**config.mk**
```make
export PLATFORM = sky130hd
export DESIGN_NAME = iterative_shift_unit
export DESIGN_NICKNAME = d
export VERILOG_FILES = /design/src/rtl/iterative_shift_unit.sv
export SDC_FILE = /design/constraint.sdc
export NUM_CORES = 1
export LEC_CHECK = 0
export CAP_MARGIN = 20
export CORE_UTILIZATION = 45
export DETAILED_ROUTE_END_ITERATION = 8
export GPL_TIMING_DRIVEN = 0
export PLACE_DENSITY = 0.8
export SLEW_MARGIN = 10
export SYNTH_ARGS = -nofsm -noshare
export SYNTH_HDL_FRONTEND = slang
export SYNTH_SLANG_ARGS = --single-unit
```
**constraint.sdc**
```tcl
create_clock -name clk -period 1.49 [get_ports clk]
set_clock_uncertainty 0.2 [all_clocks]
set_input_delay 0.298 -clock clk [delete_from_list [all_inputs] [get_ports clk]]
set_output_delay 0.298 -clock clk [all_outputs]
set_load 0.01 [all_outputs]
```
**src/rtl/iterative_shift_unit.sv**
```systemverilog
// -----------------------------------------------------------------------------
// iterative_shift_unit
//
// Purpose:
//   Sequential shifter that moves operand a by amount b one bit per clock.
//   Supports SLL, SRL, SRA (sign fill) and ROL. It gives the same results as a
//   combinational shifter, using a single-bit step datapath instead of a
//   barrel network. One operation is in flight at a time; both sides use a
//   valid/ready handshake.
//
// Ports:
//   clk        in   1      rising-edge clock
//   rst        in   1      synchronous, active-high reset (discards any job)
//   in_valid   in   1      a/b/op valid
//   in_ready   out  1      unit can accept a job (IDLE and not in reset)
//   a          in   WIDTH  operand
//   b          in   AMT_W  shift amount (unsigned, may exceed WIDTH-1)
//   op         in   2      00 SLL, 01 SRL, 10 SRA, 11 ROL
//   out_valid  out  1      y holds the final result
//   out_ready  in   1      consumer takes y
//   y          out  WIDTH  result register (keeps its value after handshake)
//   busy       out  1      high while shifting or holding a result
// -----------------------------------------------------------------------------
module iterative_shift_unit #(
  parameter int WIDTH = 4,
  parameter int AMT_W = 4
) (
  input  logic             clk,
  input  logic             rst,
  input  logic             in_valid,
  output logic             in_ready,
  input  logic [WIDTH-1:0] a,
  input  logic [AMT_W-1:0] b,
  input  logic [1:0]       op,
  output logic             out_valid,
  input  logic             out_ready,
  output logic [WIDTH-1:0] y,
  output logic             busy
);

  // Count must be able to hold WIDTH itself (clamped linear shifts).
  localparam int CNT_W = $clog2(WIDTH + 1);

  localparam logic [1:0] OP_SLL = 2'b00;
  localparam logic [1:0] OP_SRL = 2'b01;
  localparam logic [1:0] OP_SRA = 2'b10;
  localparam logic [1:0] OP_ROL = 2'b11;

  typedef enum logic [1:0] {
    IDLE  = 2'b00,
    SHIFT = 2'b01,
    DONE  = 2'b10
  } state_t;

  state_t             state_reg, state_next;
  logic [WIDTH-1:0]   y_reg, y_next;
  logic [CNT_W-1:0]   count_reg, count_next;
  logic [1:0]         op_reg, op_next;

  logic [31:0]        b_wide;
  logic [CNT_W-1:0]   n_eff;
  logic [WIDTH-1:0]   step_y;

  assign b_wide = 32'(b);

  // Effective step count. Linear shifts saturate at WIDTH (everything has
  // been shifted out by then); rotates wrap, and since WIDTH is a power of
  // two the modulo reduces to a mask.
  always_comb begin
    n_eff = '0;
    if (op == OP_ROL) begin
      n_eff = CNT_W'(b_wide & 32'(WIDTH - 1));
    end else if (b_wide >= 32'(WIDTH)) begin
      n_eff = CNT_W'(WIDTH);
    end else begin
      n_eff = CNT_W'(b_wide);
    end
  end

  // One-bit step on the working register, selected by the latched op.
  always_comb begin
    step_y = y_reg;
    case (op_reg)
      OP_SLL:  step_y = {y_reg[WIDTH-2:0], 1'b0};
      OP_SRL:  step_y = {1'b0, y_reg[WIDTH-1:1]};
      OP_SRA:  step_y = {y_reg[WIDTH-1], y_reg[WIDTH-1:1]};
      OP_ROL:  step_y = {y_reg[WIDTH-2:0], y_reg[WIDTH-1]};
      default: step_y = y_reg;
    endcase
  end

  // Next-state and datapath update.
  always_comb begin
    state_next = state_reg;
    y_next     = y_reg;
    count_next = count_reg;
    op_next    = op_reg;
    case (state_reg)
      IDLE: begin
        if (in_valid) begin
          y_next     = a;
          op_next    = op;
          count_next = n_eff;
          // Zero-length jobs skip the shift phase entirely.
          state_next = (n_eff == '0) ? DONE : SHIFT;
        end
      end
      SHIFT: begin
        y_next     = step_y;
        count_next = count_reg - CNT_W'(1);
        // The final step is applied on the same edge that enters DONE.
        if (count_reg == CNT_W'(1)) begin
          state_next = DONE;
        end
      end
      DONE: begin
        if (out_ready) begin
          state_next = IDLE;
        end
      end
      default: begin
        state_next = IDLE;
      end
    endcase
  end

  always_ff @(posedge clk) begin
    if (rst) begin
      state_reg <= IDLE;
      y_reg     <= '0;
      count_reg <= '0;
      op_reg    <= OP_SLL;
    end else begin
      state_reg <= state_next;
      y_reg     <= y_next;
      count_reg <= count_next;
      op_reg    <= op_next;
    end
  end

  // in_ready is masked by rst so nothing looks accepted on a reset edge.
  assign in_ready  = (state_reg == IDLE) && !rst;
  assign out_valid = (state_reg == DONE);
  assign busy      = (state_reg != IDLE);
  assign y         = y_reg;

endmodule

```
==> summary.md <==
Dividing total power by cell area gives a power density of 1040 nW/µm². Setup repair after global routing could not meet its margin everywhere. Highest fanout seen on the critical path: 4. The register with the most flip-flops in the layout has 4 of them.

Of the available clock period, the critical path in the final layout requires 110%. The run finished, with violations left. Later-pin clock latency in the skew report: 270 ps. Counting flops with an async set or reset pin after synthesis yields a share of 0%. Input and output buffers added on the ports amount to 20. Across the run, the number of max-cap violations was 0. Wire segments on met2 add up to 1040 µm in the final route. For the final weighted congestion in routability-driven placement, the log shows 0.757. The fraction of final layout cells sized beyond drive strength 1 was 24.3%.

For the buffer depth of the longest clock path, the log shows 2. The die boundary width was 41.2 µm. The utilization of the core after routing is 75.2%, and the wire length the detailed router placed on met1 is 816 µm. Hold repair after CTS inserted 0 buffers.

Counting every net in the synthesized netlist gives 98. The floorplan step defined a die boundary enclosing 1700 µm². Clock period minus worst slack: 1640 ps. Counting every sink on the clock net gives 11. For this design, the slowest cell found on the critical path is dfxtp_4. The most instantiated flip-flop cell in the synthesis netlist is dfxtp_1.

In this run the mean area of a mapped cell was 8.42 µm². The max-slew violation count was 0. The worst hold path passes through 2 cells. The worst flop-to-flop path endpoint is y[3]$_SDFFE_PP0P_.

The number of buffers and inverters on the critical path works out to 1. Yosys attributes the largest share of cell area to dfxtp_1, a21oi_1, mux2i_1, buf_6, ha_1. The final reports fail on negative setup slack. For the portion of the post-synthesis area used by sequential elements, the log shows 31.9%. The largest stage delay on the critical path was 360 ps. The count of flip-flops with a built-in enable after synthesis is 0, and the static leakage is 0.430 nW. The cell family contributing the most delay on the critical path is flip-flops. The clock edge transition at the registers on the reported setup and hold paths was 80 ps; the number of detailed-routing iterations run before antenna repair was 4.

The initial antenna violation count is 0, and the transition time of the tightest slew-check pin is 356 ps. Summing internal, switching and leakage power gives 0.00107 W. Data on the critical path is required at its endpoint by 990 ps. The core footprint came out at 1370 µm². The top layer reached by signal wires is met3.

After detailed routing, the number of remaining DRC violations is 0. The tools report the root buffer cell as clkbuf_4. The wire length of the first global-routing pass is 2830 µm, and the data arrival time of the critical path is 1140 ps.

The path with the worst hold slack has its endpoint at count_reg[1]$_SDFFE_PP0P_. Depth of the worst register-to-register path: 5. The tools report the post-route worst setup slack as -149 ps.

The critical path is of the register to primary output type. The tools report the category of the worst setup path launch point as a register. The number of global-route vias before repair is 656, and the average vias per placed instance is 5.90. TritonCTS built the clock tree.

The detailed router finished its first iteration with 12 violations. Timing-limited maximum frequency: 610 MHz. Prior to clock tree synthesis, the placed netlist has a worst setup slack of -483 ps. For this configuration, the core starts out at a cell density of 50.5%.

The final routed wire length divided by cell count is 15.7 µm. After detailed routing, the met3 layer carries 124 µm of wire. Walking the worst path, the cells encountered are or2_4, nor2_2, buf_2. The overflow left after global routing is 0, and the maximum vdd drop is 0.830 mV.

Measured against its own limit, the worst slew margin works out to 76.1%. The worst register-to-register path has a setup slack of 10 ps. The tools report the number of endpoints failing setup at the final stage as 4.

Most frequent standard cell in the layout excluding fill and tap cells: clkdlybuf4s50_1. For this block, the routed nets add up to 1980 µm of wire. The number of distinct standard cells referenced by the synthesized netlist is 32.

The H-tree level count is 1, and the area added between synthesis and finish is 48.7%. Yosys printed 0 warnings. The most area-hungry cell type in the Yosys netlist is dfxtp_1. In the layout the commonest cells are clkdlybuf4s50_1, a21oi_1, dfxtp_1. STA classifies the critical path endpoint as a primary output. The worst register-to-register path begins at state_reg[0]$_SDFFE_PP0P_. After floorplanning, the core was divided into 13 placement rows. The tools report the number of buffers added by the clock tree synthesis step as 3. The number of antenna-violating nets in the routed design came out at 0. The cell area that synthesis handed to floorplanning was 691 µm². The die is 41.2 µm tall. The type of the most critical hold path was register to register.

The boundary pin count is 21, and the post-layout net count is 128. The tools report the start point of the worst hold path as count_reg[1]$_SDFFE_PP0P_. The register bit total from synthesis is 11, and the top cell type's share of synthesized area is 31.9%.

The repair_antennas step left the layout with diodes totalling 0. Global routing used 26.4% of the available tracks. For the total count of hold-check failures in the final report, the log shows 0. The total via count in the routed design is 743. Entering global routing, the biggest net connects 11 pins.

The total half-perimeter wirelength after legalization and detailed placement was 1200 µm; the post-synthesis cell count was 82. The tools report the setup total negative slack as -303 ps.
-- cell usage after synthesis (2+ instances only) --
master,n
mux2i_1,4
o21ai_0,5
nand2b_1,3
a21boi_0,2
a211o_1,2
a21oi_1,10
inv_1,6
dfxtp_1,11
nor2_1,5
nand2_1,3
a31oi_1,2
buf_6,3
ha_1,2
nor2b_1,3
and3b_1,2
nand3_1,3
-- final cells by class --
class	instances	area (µm²)
clock buffer	4	26.3
inverter	6	22.5
timing repair buffer	27	262
buffer	2	22.5
tap	15	18.8
multi-input combinational	61	447
fill	109	339
sequential	11	229
-- worst reg2reg max path, stage by stage (launching register included) --
cell      delay, ps
dfxtp_4         380
buf_12          110
buf_4           120
and3b_1         190
a22oi_1          80
a311oi_1        290
-- what timing repair did --
action                     in CTS  in global routing
setup endpoints to repair      10                 12
resized for setup              28                 12
setup buffers                   7                  0
pin swaps                       1                  4
-- cell families (layout without fill, tap and decap cells) --
| kind of cell | Yosys count | count (layout) | share of synthesized area, % |
|---|---|---|---|
| AND/OR/NAND/NOR | 25 | 25 | 20.5 |
| buffers and inverters | 10 | 39 | 8.88 |
| flip-flops | 11 | 11 | 31.9 |
| AO/OA/AOI/OAI | 29 | 29 | 28.1 |
| multiplexers | 4 | 4 | 5.80 |
| adder cells (fa/ha/maj) | 2 | 2 | 3.62 |
| XOR/XNOR | 1 | 1 | 1.27 |
-- power by group --
part / internal [W] / total, W / switching, W
sequential: 0.000343 / 0.000388 / 0.0000449
combinational: 0.000254 / 0.000472 / 0.000219
clock: 0.000104 / 0.000206 / 0.000102
total: 0.000700 / 0.00107 / 0.000366
-- how the worst max path moves through the flow --
stage	cells past startpoint	end	startpoint
finish	3	in_ready	state_reg[1]$_SDFFE_PP0P_
global route	3	in_ready	state_reg[1]$_SDFFE_PP0P_
CTS	3	in_ready	state_reg[0]$_SDFFE_PP0P_
detailed placement	3	in_ready	rst
global placement	3	in_ready	rst
floorplan	3	in_ready	state_reg[0]$_SDFFE_PP0P_
-- layer usage --
metal,track usage [%],up-vias
met3,9.78,0
met2,48.4,28
met4,4.84,0
met5,0,-
met1,28.7,359
li1,-,356
-- stage by stage --
step                hold slack, ps  std cells  cell area (µm²)
global placement               324        117              910
detailed placement             337        117              910
floorplan                      170         82              691
finish                         323        126             1030
global route                   360        126             1030
CTS                            336        127             1000
No activity file was read; power rests on OpenSTA's default activity.
